===== config.mk =====
export PLATFORM = sky130hd
export DESIGN_NAME = load_store_unit
export DESIGN_NICKNAME = d
export VERILOG_FILES = /design/src/rtl/load_store_unit.sv
export SDC_FILE = /design/constraint.sdc
export NUM_CORES = 1
export LEC_CHECK = 0
export BUFFER_PORTS_ARGS = -buffer_cell sky130_fd_sc_hd__clkbuf_2
export CAP_MARGIN = 20
export CORE_MARGIN = 5
export CORE_UTILIZATION = 49
export DETAILED_ROUTE_END_ITERATION = 10
export PLACE_DENSITY = 0.8
export SYNTH_ARGS = -nofsm -noshare
export SYNTH_HDL_FRONTEND = slang
export SYNTH_SLANG_ARGS = --single-unit

===== constraint.sdc =====
create_clock -name CLK -period 2.51 [get_ports CLK]
set_input_delay 0.502 -clock CLK [delete_from_list [all_inputs] [get_ports CLK]]
set_output_delay 0.502 -clock CLK [all_outputs]
set_load 0.05 [all_outputs]

===== src/rtl/load_store_unit.sv =====
// Load/store unit: accepts one memory request at a time from execute, drives a
// single-outstanding bus transaction and returns an extended load result.
module load_store_unit #(
    parameter int unsigned TIMEOUT = 16
) (
    input  logic        CLK,
    input  logic        RESET_N,
    input  logic        Mem_Valid,
    input  logic        MemRead,
    input  logic        MemWrite,
    input  logic [2:0]  Funct3,
    input  logic [31:0] ALUResult,
    input  logic [31:0] WriteData,
    output logic        Busy,
    output logic        Done,
    output logic [1:0]  Err,
    output logic [31:0] ReadData,
    output logic        Bus_Req,
    output logic        Bus_WE,
    output logic [31:0] Bus_Addr,
    output logic [3:0]  Bus_ByteEn,
    output logic [31:0] Bus_WData,
    input  logic [31:0] Bus_RData,
    input  logic        Bus_Ack
);

    typedef enum logic [1:0] {
        IDLE = 2'b00,
        REQ  = 2'b01,
        DONE = 2'b10
    } state_t;

    localparam logic [7:0] TIMEOUT_C   = 8'(TIMEOUT);
    localparam logic [1:0] ERR_OK      = 2'b00;
    localparam logic [1:0] ERR_ALIGN   = 2'b01;
    localparam logic [1:0] ERR_TIMEOUT = 2'b10;

    state_t      state_q, state_d;
    logic [7:0]  cnt_q, cnt_d;
    logic        store_q, store_d;
    logic [2:0]  funct3_q, funct3_d;
    logic [1:0]  lane_q, lane_d;
    logic        busy_q, busy_d;
    logic        done_q, done_d;
    logic        req_q, req_d;
    logic        we_q, we_d;
    logic [1:0]  err_q, err_d;
    logic [31:0] rdata_q, rdata_d;
    logic [31:0] addr_q, addr_d;
    logic [31:0] wdata_q, wdata_d;
    logic [3:0]  be_q, be_d;
    logic        accept_s;

    function automatic logic funct3_legal(input logic [2:0] f3, input logic is_store);
        logic ok;
        case (f3)
            3'b000, 3'b001, 3'b010: ok = 1'b1;
            3'b100, 3'b101:         ok = !is_store;
            default:                ok = 1'b0;
        endcase
        return ok;
    endfunction

    function automatic logic is_aligned(input logic [2:0] f3, input logic [1:0] lo);
        logic ok;
        case (f3[1:0])
            2'b00:   ok = 1'b1;
            2'b01:   ok = (lo[0] == 1'b0);
            2'b10:   ok = (lo == 2'b00);
            default: ok = 1'b0;
        endcase
        return ok;
    endfunction

    function automatic logic [3:0] byte_en_of(input logic [2:0] f3, input logic [1:0] lo);
        logic [3:0] be;
        case (f3[1:0])
            2'b00:   be = 4'b0001 << lo;
            2'b01:   be = lo[1] ? 4'b1100 : 4'b0011;
            2'b10:   be = 4'b1111;
            default: be = 4'b0000;
        endcase
        return be;
    endfunction

    function automatic logic [31:0] wdata_of(input logic [2:0] f3, input logic [31:0] wd);
        logic [31:0] w;
        case (f3[1:0])
            2'b00:   w = {4{wd[7:0]}};
            2'b01:   w = {2{wd[15:0]}};
            default: w = wd;
        endcase
        return w;
    endfunction

    // Select the addressed lane of the bus word, then sign- or zero-extend.
    function automatic logic [31:0] load_extract(input logic [2:0] f3, input logic [1:0] lo,
                                                 input logic [31:0] rd);
        logic [7:0]  b;
        logic [15:0] h;
        logic [31:0] r;
        case (lo)
            2'b00:   b = rd[7:0];
            2'b01:   b = rd[15:8];
            2'b10:   b = rd[23:16];
            2'b11:   b = rd[31:24];
            default: b = 8'h00;
        endcase
        h = lo[1] ? rd[31:16] : rd[15:0];
        case (f3)
            3'b000:  r = {{24{b[7]}}, b};
            3'b001:  r = {{16{h[15]}}, h};
            3'b100:  r = {24'h000000, b};
            3'b101:  r = {16'h0000, h};
            default: r = rd;
        endcase
        return r;
    endfunction

    assign accept_s = Mem_Valid && (MemRead ^ MemWrite);

    // Next-state, capture and registered-output computation.
    always_comb begin
        state_d  = state_q;
        cnt_d    = cnt_q;
        store_d  = store_q;
        funct3_d = funct3_q;
        lane_d   = lane_q;
        addr_d   = addr_q;
        be_d     = be_q;
        wdata_d  = wdata_q;
        rdata_d  = rdata_q;
        err_d    = ERR_OK;
        case (state_q)
            IDLE: begin
                if (accept_s) begin
                    if (funct3_legal(Funct3, MemWrite) && is_aligned(Funct3, ALUResult[1:0])) begin
                        state_d  = REQ;
                        cnt_d    = 8'd0;
                        store_d  = MemWrite;
                        funct3_d = Funct3;
                        lane_d   = ALUResult[1:0];
                        addr_d   = {ALUResult[31:2], 2'b00};
                        be_d     = byte_en_of(Funct3, ALUResult[1:0]);
                        wdata_d  = wdata_of(Funct3, WriteData);
                    end else begin
                        state_d = DONE;
                        err_d   = ERR_ALIGN;
                    end
                end else begin
                    state_d = IDLE;
                end
            end
            REQ: begin
                // Ack takes priority over a timeout expiring in the same cycle.
                if (Bus_Ack) begin
                    state_d = DONE;
                    err_d   = ERR_OK;
                    if (!store_q) begin
                        rdata_d = load_extract(funct3_q, lane_q, Bus_RData);
                    end else begin
                        rdata_d = rdata_q;
                    end
                end else if (cnt_q + 8'd1 == TIMEOUT_C) begin
                    state_d = DONE;
                    err_d   = ERR_TIMEOUT;
                end else begin
                    cnt_d = cnt_q + 8'd1;
                end
            end
            DONE: begin
                state_d = IDLE;
            end
            default: begin
                state_d = IDLE;
            end
        endcase
        busy_d = (state_d != IDLE);
        done_d = (state_d == DONE);
        req_d  = (state_d == REQ);
        we_d   = (state_d == REQ) && store_d;
    end

    // State and output registers.
    always_ff @(posedge CLK or negedge RESET_N) begin
        if (!RESET_N) begin
            state_q  <= IDLE;
            cnt_q    <= 8'd0;
            store_q  <= 1'b0;
            funct3_q <= 3'b000;
            lane_q   <= 2'b00;
            busy_q   <= 1'b0;
            done_q   <= 1'b0;
            req_q    <= 1'b0;
            we_q     <= 1'b0;
            err_q    <= 2'b00;
            rdata_q  <= 32'h0000_0000;
            addr_q   <= 32'h0000_0000;
            wdata_q  <= 32'h0000_0000;
            be_q     <= 4'b0000;
        end else begin
            state_q  <= state_d;
            cnt_q    <= cnt_d;
            store_q  <= store_d;
            funct3_q <= funct3_d;
            lane_q   <= lane_d;
            busy_q   <= busy_d;
            done_q   <= done_d;
            req_q    <= req_d;
            we_q     <= we_d;
            err_q    <= err_d;
            rdata_q  <= rdata_d;
            addr_q   <= addr_d;
            wdata_q  <= wdata_d;
            be_q     <= be_d;
        end
    end

    assign Busy       = busy_q;
    assign Done       = done_q;
    assign Err        = err_q;
    assign ReadData   = rdata_q;
    assign Bus_Req    = req_q;
    assign Bus_WE     = we_q;
    assign Bus_Addr   = addr_q;
    assign Bus_ByteEn = be_q;
    assign Bus_WData  = wdata_q;

endmodule


==> results.json, run 1 <==
{
  "outcome": "completed",
  "dieWidth_um": 115,
  "p_int_uw": 5310,
  "drt_iter0_markers": 366,
  "row_count": 38,
  "ys.flop_type": "dfrtp_1",
  "grt_use_total_pct": 23.8,
  "ys_seq_area_share_pct": 55.1,
  "hold_viol": 0,
  "finalCritPeriodShare_pct": 79.6,
  "ys_types": 44,
  "vias_per_cell": 5.20,
  "ios": 211,
  "yosysTopAreaCell": "dfrtp_1",
  "cp_max_fo": 12,
  "die-height_um": 115,
  "finClkSkew_ns": 0.0100,
  "yosysWarnings": 0,
  "num_vias": 4963,
  "drtPass1Iterations": 4,
  "final_max_slew_viol_count": 0,
  "hold_buffers": 0,
  "grt_pass1_vias": 5204,
  "synth.avg_cell_area_um2": 9.11,
  "rsz0062_at_grt": "false",
  "diodes": 0,
  "critPathKind": "register to register",
  "hp-class": "input pin to async pin",
  "slowest_stage": "dfrtp_1",
  "avgRoutedWirePerCell_um": 16.2,
  "finalSetupViolCount": 0,
  "swShare_pct": 47.2,
  "overflow": 0,
  "synth_mux_area_share_pct": 6.89,
  "syn_to_final_growth_pct": 32.9,
  "tightestPinTransition_ns": 0.853,
  "crit_chain": "ha_1, nand2_1, nor4_1, a21o_1, and2_4, inv_1, o221ai_1",
  "stdcell_area_um2": 7240,
  "post_cts_buffers": 0,
  "synthArstFlopShare_pct": 100,
  "startpoint_type": "register",
  "cts-root-buf": "clkbuf_8",
  "clockBufferDepth": 2,
  "leakagePower_uw": 0.00384,
  "place_inst": 922,
  "synth-xor-area-share_pct": 0.482,
  "netlist_instances": 598,
  "timing.fmax_ghz": 0.501,
  "io_buffers": 208,
  "p_seq_share_pct": 31.2,
  "synth_compound_area_share_pct": 11.9,
  "synth_edf_count": 0,
  "dieArea_um2": 13300,
  "synth_area_um2": 5450,
  "critPathRequiredTime_ns": 2.93,
  "synth-simple-area-share_pct": 21.4,
  "coreArea_um2": 10900,
  "yosys-top-cells-area": "dfrtp_1 55%, nand2_1 14%, mux2i_1 6.1%",
  "clkTransAtPathRegs_ns": 0.06,
  "synth_top_area_share_pct": 55.1,
  "grt_pass1_wl_um": 24900,
  "maxCapViolations": 0,
  "post_cts_resized": 0,
  "gp_congestion": 0.860,
  "h-tree-depth": 4,
  "slew_headroom_pct": 42.9,
  "ir_drop_mv": 0.848,
  "setup_ws_ns": 0.513,
  "power_density_nw_per_um2": 1390,
  "drc": 0,
  "synth-seq-cells": 120,
  "p_clk_share_pct": 25.0,
  "tns_ns": 0,
  "synth_top_family_by_area": "simple AND/OR/NAND/NOR gates",
  "dpl_cell_area_um2": 6620,
  "grt_max_degree": 121,
  "finalNetCount": 907,
  "cts_tree": "built",
  "post-place-ws_ns": 0.263,
  "combPwrFrac_pct": 43.8,
  "min_period_ns": 2.00,
  "critPathCaptureType": "register",
  "routed_wirelength_um": 15500,
  "dpl.hpwl_um": 11300,
  "cts.sinks": 120,
  "switchingPower_uw": 4750,
  "initial_utilization_pct": 50.1,
  "fin_hold_ws_ns": 0.0674,
  "antenna_left": 0,
  "clk_latency_ns": 0.51,
  "cts_buffers": 17,
  "layout-drive-gt1-share_pct": 32.7,
  "critPathArrivalTime_ns": 2.41,
  "cp_slowest_stage_delay_ns": 0.40,
  "synthAdderAreaFrac_pct": 0.230,
  "layoutNonFillerInstCount": 954,
  "antenna_found_initial": 0
}
-- metal layers --
metal / track usage [%] / wire length, um / up-vias
met5: 0 / 0 / -
met1: 27.9 / 5950 / 2360
met3: 8.30 / 1460 / 25
met2: 40.5 / 7770 / 188
met4: 8.84 / 309 / 0
li1: - / - / 2390
-- registers in the layout, summed over array words and instances, names as in the netlist, 3 cells and up --
register / cells
funct3_q: 3
Bus_Addr: 30
Bus_WData: 32
ReadData: 32
Bus_ByteEn: 4
cnt_q: 8
-- synthesized netlist by cell type, types with 2 or more instances --
library cell and n:
nor3_1 2, xnor2_1 2, nand3_1 4, buf_6 4
dfrtp_1 120, o21ai_0 51, nand2_1 199, nor2b_1 8
nor3b_1 9, inv_1 5, clkbuf_1 28, nand2b_1 5
mux2_2 2, a211o_1 2, o22ai_1 15, nor2_1 36
o2bb2ai_1 2, mux2i_1 33, a21o_1 2, o21bai_1 2
buf_4 2, a21oi_1 38, or2_2 2, buf_2 5
-- cells by family after synthesis --
group	count (synthesis)
buffers and inverters	45
adder cells (fa/ha/maj)	1
flip-flops	120
other	1
AND/OR/NAND/NOR	276
multiplexers	36
XOR/XNOR	3
AO/OA/AOI/OAI	116
-- layout make-up --
cell class / count / area [um^2]
Inverter: 6 / 22.5
Clock inverter: 12 / 174
Multi-Input combinational cell: 434 / 2250
Clock buffer: 20 / 445
Fill cell: 865 / 3650
Tap cell: 140 / 175
Sequential cell: 120 / 3000
Timing Repair Buffer: 222 / 1170
-- cells in the final DEF, fill, tap and decap left out, types with 4 or more instances in the layout --
master | synthesis | routed
clkbuf_2 | 0 | 207
nand2_1 | 199 | 199
dfrtp_1 | 120 | 120
o21ai_0 | 51 | 51
a21oi_1 | 38 | 38
nor2_1 | 36 | 36
mux2i_1 | 33 | 33
clkbuf_16 | 0 | 16
o22ai_1 | 15 | 15
buf_4 | 2 | 13
nor3b_1 | 9 | 9
nor2b_1 | 8 | 8
nand2b_1 | 5 | 5
inv_1 | 5 | 5
nand3_1 | 4 | 4
clkinvlp_4 | 0 | 4
bufinv_16 | 0 | 4
-- through the flow --
stage | utilization [%] | power [uW]
2_1_floorplan | - | 6360
5_1_grt | 66.5 | 10600
3_5_place_dp | 60.8 | 7580
4_1_cts | 66.5 | 10100
6_report | 66.5 | 10100
3_3_place_gp | 60.8 | 7460
-- power by group through the flow --
stage          registers, uW  logic [uW]  clock network [uW]
6_report                3140        4410                2520
5_1_grt                 3230        4690                2650
4_1_cts                 3140        4440                2560
3_5_place_dp            3150        4430                   0
3_3_place_gp            3120        4340                   0
2_1_floorplan           5300        1060                   0
-- critical path, delay by kind of cell, from the launching register on --
family	cells	cell delay [ns]
AO/OA/AOI/OAI	2	0.56
adder cells (fa/ha/maj)	1	0.24
buffers and inverters	1	0.06
flip-flops	1	0.40
AND/OR/NAND/NOR	3	0.65
-- path summary, 6_finish.rpt --
kind	slack (ns)	endpoint	from	depth (start not counted)
worst max-delay path	0.51	cnt_q[7]	cnt_q[0]	7
worst min-delay path	0.07	ReadData[2]	RESET_N	2
worst max register to register	0.51	cnt_q[7]	cnt_q[0]	7
worst min register to register	0.48	Bus_WData[2]	Bus_WData[2]	2
max in group asynchronous	1.94	Bus_Addr[25]	RESET_N	2
min in group CLK	0.18	Bus_Addr[14]	ALUResult[14]	3
No activity file was read; power rests on OpenSTA's default activity.
==> run 2, diff against run 1 <==
==> constraint.sdc (replaced) <==
create_clock -name CLK -period 1.9 [get_ports CLK]
set_input_delay 0.38 -clock CLK [delete_from_list [all_inputs] [get_ports CLK]]
set_output_delay 0.38 -clock CLK [all_outputs]
set_load 0.05 [all_outputs]
==> run 2 against run 1 <==
Effect of this change:
- via count rose by 1.5%
- critical path depth fell by 2
- critical endpoint is now cnt_q[2]
- routed wire length barely moved
- final area rose by 2.3%
- utilization rose by 1.5 points
- worst hold slack got worse by 0.011 ns
- clock power rose by 32%
- flip-flop and latch count did not move
- register-to-register slack got worse by 0.39 ns
==> results.json, run 2 (synthesized netlist as in run 1, its figures left out) <==
{
  "startpoint": "state_q[1]",
  "min_period_ns": 1.78,
  "finalNetCount": 922,
  "h-tree-depth": 4,
  "gp_congestion": 0.865,
  "swShare_pct": 46.6,
  "p_clk_share_pct": 25.0,
  "switchingPower_uw": 6230,
  "ios": 211,
  "diodes": 0,
  "worstRegToRegCells": 5,
  "grt_max_degree": 121,
  "startpoint_type": "register",
  "hold_depth": 3,
  "final_common_cell": "clkbuf_2",
  "antenna_left": 0,
  "dpl_cell_area_um2": 6770,
  "finalSetupViolCount": 0,
  "tns_ns": 0,
  "finClkSkew_ns": 0.00795,
  "critPathCaptureType": "register",
  "outcome": "completed",
  "leakagePower_uw": 0.00394,
  "seqCellArea_um2": 3000,
  "fillerInstances": 872,
  "drc": 0,
  "cts_buffers": 17,
  "overflow": 0,
  "dieArea_um2": 13300,
  "cts_tree": "built",
  "power_density_nw_per_um2": 1800,
  "initial_utilization_pct": 50.1,
  "syn_to_final_growth_pct": 35.9,
  "hp-class": "input pin to register",
  "slew_headroom_pct": 54.7,
  "io_buffers": 208,
  "layout-drive-gt1-share_pct": 34.1,
  "stdcell_area_um2": 7410,
  "p_seq_share_pct": 31.1,
  "drt_iter0_markers": 394,
  "cts.sinks": 120,
  "final_cell_mix": "207 x clkbuf_2, 199 x nand2_1, 119 x dfrtp_1",
  "final_max_slew_viol_count": 0,
  "cp_max_fo": 6,
  "clkTransAtPathRegs_ns": 0.06,
  "critPathRequiredTime_ns": 2.29,
  "finalCritPeriodShare_pct": 93.8,
  "ir_drop_mv": 1.14,
  "maxCapViolations": 0,
  "critPathKind": "register to register",
  "clk_latency_ns": 0.51,
  "drtPass1Iterations": 5,
  "post_cts_buffers": 0,
  "grt_pass1_vias": 5089,
  "cts-root-buf": "clkbuf_8",
  "post-place-ws_ns": -0.0698,
  "rsz0062_at_grt": "false",
  "die-height_um": 115,
  "tightestPinTransition_ns": 0.680,
  "row_count": 38,
  "rr_startpoint": "state_q[1]",
  "num_vias": 5039,
  "avgRoutedWirePerCell_um": 16.0,
  "multi_input_area_um2": 2260,
  "dpl.hpwl_um": 11300,
  "timing.fmax_ghz": 0.561,
  "clockBufferDepth": 2,
  "p_int_uw": 7130,
  "critPathArrivalTime_ns": 2.18,
  "hold_start": "ALUResult[19]",
  "dieWidth_um": 115,
  "vias_per_cell": 5.21,
  "routed_wirelength_um": 15500,
  "coreArea_um2": 10900,
  "grt_use_total_pct": 23.6,
  "antenna_found_initial": 0,
  "hold_viol": 0,
  "grt_pass1_wl_um": 24500,
  "setup_ws_ns": 0.118,
  "combPwrFrac_pct": 43.9
}
-- run 2: stage by stage --
stage	power, uW	util, %	cells	hold WS [ns]
floorplan	8410	-	599	0.0844
global placement	9910	62.2	936	0.459
detailed placement	10100	62.2	936	0.463
CTS	13400	67.9	968	0.0381
global route	14100	68.0	968	0.0470
finish	13400	68.0	968	0.0567
-- run 2: critical path: stages (launching register included) --
cell	delay, ns
dfrtp_1	0.37
nand2b_1	0.22
or2_2	0.36
a21o_1	0.23
and2_4	0.20
a211o_1	0.29
-- run 2: what timing repair did --
item / in CTS / in global routing
gates resized for setup: 0 / 3
endpoints found under the setup margin: 0 / 5
hold buffers: 1 / 0
endpoints found under the hold margin: 69 / 0
-- run 2: final timing paths --
| check | slack (ns) | end |
|---|---|---|
| min | 0.06 | Bus_Addr[19] |
| min reg2reg | 0.48 | Bus_Addr[3] |
| max reg2reg | 0.12 | cnt_q[2] |
| min in group asynchronous | 0.46 | ReadData[3] |
| max | 0.12 | cnt_q[2] |
| max in group asynchronous | 0.84 | lane_q[1] |
-- run 2: power by group through the flow --
stage / clock, uW / combinational, uW / sequential [uW]
floorplan: 0 / 1400 / 7010
global placement: 0 / 5790 / 4120
detailed placement: 0 / 5900 / 4160
CTS: 3380 / 5900 / 4150
global route: 3530 / 6250 / 4280
finish: 3330 / 5860 / 4160
-- run 2: layout make-up --
cell class                 instances  share of cell area, %
clock buffer                      23                   6.44
clock inverter                     8                   1.93
inverter                           6                  0.304
multi-input combinational        434                   30.5
sequential                       120                   40.6
tap                              140                   2.36
timing repair buffer             237                   17.9
-- run 2: routing by layer --
metal  wire (um)  GRT usage (%)  vias up  share of wire (%)
met2        7420           39.1      258                 48
met4         415           9.78        0                2.7
met3        1520           7.62       33                9.8
met5           0              0        -                  0
met1        6140           28.6     2332                 40
li1            -              -     2416                  -
==> run 3, diff against run 2 <==
--- a/config.mk
+++ b/config.mk
@@ -5,12 +5,13 @@
 export SDC_FILE = /design/constraint.sdc
 export NUM_CORES = 1
 export LEC_CHECK = 0
+export ABC_AREA = 1
 export BUFFER_PORTS_ARGS = -buffer_cell sky130_fd_sc_hd__clkbuf_2
 export CAP_MARGIN = 20
 export CORE_MARGIN = 5
-export CORE_UTILIZATION = 49
+export CORE_UTILIZATION = 50
 export DETAILED_ROUTE_END_ITERATION = 10
-export PLACE_DENSITY = 0.8
+export PLACE_DENSITY = 0.81
 export SYNTH_ARGS = -nofsm -noshare
 export SYNTH_HDL_FRONTEND = slang
 export SYNTH_SLANG_ARGS = --single-unit
==> run 3 against run 2 <==
Effect of this change:
- sequential power decreased by 3%
- die area increased by 1.5%
- first-iteration DRC count increased by 26%
- worst hold slack improved by 0.10 ns
- combinational power decreased by 1%
- clock power increased by 2%
- total power decreased by 1.2%
- critical path depth increased by 5
==> results.json, run 3 <==
{
  "initial_utilization_pct": 51.7,
  "diodes": 0,
  "finClkSkew_ns": 0.00803,
  "ios": 211,
  "startpoint_type": "register",
  "ys_seq_area_share_pct": 53.1,
  "post_cts_buffers": 0,
  "critPathKind": "register to register",
  "ir_drop_mv": 1.16,
  "synth_edf_count": 0,
  "h-tree-depth": 4,
  "swShare_pct": 46.9,
  "final_max_slew_viol_count": 0,
  "die-height_um": 116,
  "io_buffers": 208,
  "cts_buffers": 17,
  "startpoint": "cnt_q[0]",
  "grt_pass1_vias": 5448,
  "dpl_cell_area_um2": 6870,
  "dpl.hpwl_um": 12000,
  "antenna_left": 0,
  "ys_top_cells_by_count": "281 x nand2_1, 120 x dfrtp_1, 49 x inv_1, 38 x o21ai_0, 31 x nor2_1",
  "netlist_instances": 698,
  "ys.flop_type": "dfrtp_1",
  "slew_headroom_pct": 62.0,
  "overflow": 0,
  "cp_max_fo": 11,
  "final_common_cell": "nand2_1",
  "num_vias": 5480,
  "switchingPower_uw": 6190,
  "finalCritPeriodShare_pct": 89.0,
  "synthArstFlopShare_pct": 100,
  "p_clk_share_pct": 25.7,
  "yosysTopAreaCell": "dfrtp_1",
  "power_density_nw_per_um2": 1750,
  "p_seq_share_pct": 30.4,
  "fillerInstances": 889,
  "critPathArrivalTime_ns": 2.03,
  "min_period_ns": 1.69,
  "layout-drive-gt1-share_pct": 30.1,
  "synth.avg_cell_area_um2": 8.10,
  "maxCapViolations": 0,
  "row_count": 38,
  "avgRoutedWirePerCell_um": 15.4,
  "drt_iter0_markers": 496,
  "rr_startpoint": "cnt_q[0]",
  "setup_ws_ns": 0.210,
  "dieArea_um2": 13500,
  "cts-root-buf": "clkbuf_16",
  "cts.sinks": 120,
  "yosys-top-cells-area": "dfrtp_1 53%, nand2_1 19%, o21ai_0 3.4%",
  "hp-class": "input pin to register",
  "drtPass1Iterations": 5,
  "clk_latency_ns": 0.41,
  "dieWidth_um": 116,
  "gp_congestion": 0.962,
  "synth-seq-cells": 120,
  "hold_start": "ALUResult[31]",
  "leakagePower_uw": 0.00418,
  "routed_wirelength_um": 16300,
  "timing.fmax_ghz": 0.592,
  "yosysMostFrequentCell": "nand2_1",
  "finalNetCount": 1011,
  "outcome": "completed",
  "drc": 0,
  "critPathCaptureType": "register",
  "rsz0062_at_grt": "false",
  "grt_use_total_pct": 24.8,
  "tns_ns": 0,
  "syn_to_final_growth_pct": 33.1,
  "final_cell_mix": "281 x nand2_1, 207 x clkbuf_2, 120 x dfrtp_1",
  "tightestPinTransition_ns": 0.569,
  "grt_pass1_wl_um": 26300,
  "grt_max_degree": 60,
  "antenna_found_initial": 0,
  "stdcell_area_um2": 7520,
  "post-place-ws_ns": 0.0839,
  "ys_types": 33,
  "combPwrFrac_pct": 43.9,
  "fin_hold_ws_ns": 0.160,
  "p_int_uw": 7010,
  "finalSetupViolCount": 0,
  "cts_tree": "built",
  "clockBufferDepth": 2,
  "coreArea_um2": 10900,
  "hold_viol": 0,
  "yosysWarnings": 0,
  "critPathRequiredTime_ns": 2.24,
  "synth_area_um2": 5650,
  "clkTransAtPathRegs_ns": 0.05,
  "synth_top_area_share_pct": 53.1,
  "vias_per_cell": 5.18,
  "finalPower_uw": 13200
}
-- run 3: cell types whose count changed after synthesis, sizes merged, moves of 14 or more --
cell / delta
a21oi: -16
nand2: +88
clkbuf: -14
buf: +14
mux2i: -33
inv: +46
nand3: +25
o211ai: +23
-- run 3: power by group through the flow --
stage               registers [uW]  logic, uW  clock network (uW)
CTS                           4020       5820                3430
global route                  4120       6190                3580
finish                        4020       5790                3390
detailed placement            4020       5800                   0
floorplan                     6800       1470                   0
global placement              4020       5700                   0
-- run 3: per-stage QoR --
stage | instances | util (%)
floorplan | 699 | -
global placement | 1025 | 62.8
detailed placement | 1025 | 62.8
CTS | 1058 | 68.7
global route | 1058 | 68.8
finish | 1058 | 68.8
-- run 3: routing by layer --
layer | vias up | GRT usage [%] | share of wire (%)
met5 | - | 0 | 0
li1 | 2660 | - | -
met3 | 30 | 8.03 | 10
met2 | 259 | 41.0 | 48
met1 | 2531 | 31.1 | 40
met4 | 0 | 7.35 | 1.9
-- run 3: kinds of logic after synthesis --
group / share of synthesized area (%)
other: 0.0664
and+or+nand+nor: 26.1
xor gates and xnor gates: 0.155
buffers and inverters: 7.11
DFF: 53.1
AOI/OAI and AO/OA: 13.2
adders and majority gates: 0.221
-- run 3: critical path, cell delays in order, from the launching register on --
cell and delay (ns):
dfrtp_1 0.41, ha_1 0.24, nand2_1 0.10, nor2_2 0.05
nand2_1 0.07, nand2_1 0.05, nor2_1 0.19, nand3_4 0.20
nand2_4 0.17, nand3_1 0.09, nand2_1 0.06
-- run 3: final timing paths --
kind                                     end  slack [ns]  depth (start not counted)
worst min register to register  ReadData[15]        0.48                          2
max in group asynchronous             Err[1]        0.87                          3
min in group asynchronous       ReadData[27]        0.44                          2
worst min-delay path            Bus_Addr[31]        0.16                          3
worst max-delay path                cnt_q[4]        0.21                         10
worst max register to register      cnt_q[4]        0.21                         10
-- run 3: layout make-up --
| cell class | instances | area (um^2) | area share, % |
|---|---|---|---|
| Sequential cell | 120 | 3000 | 39.9 |
| Multi-Input combinational cell | 488 | 2270 | 30.2 |
| Timing Repair Buffer | 226 | 1240 | 16.5 |
| Clock buffer | 20 | 457 | 6.07 |
| Inverter | 52 | 195 | 2.60 |
| Tap cell | 140 | 175 | 2.33 |
| Clock inverter | 12 | 173 | 2.30 |
-- run 3: repair_timing --
| action | 4_1_cts | 5_1_grt |
|---|---|---|
| setup endpoints to repair | 0 | 12 |
| hold buffers | 1 | 0 |
| gates resized for setup | 0 | 2 |
| endpoints found under the hold margin | 24 | 0 |
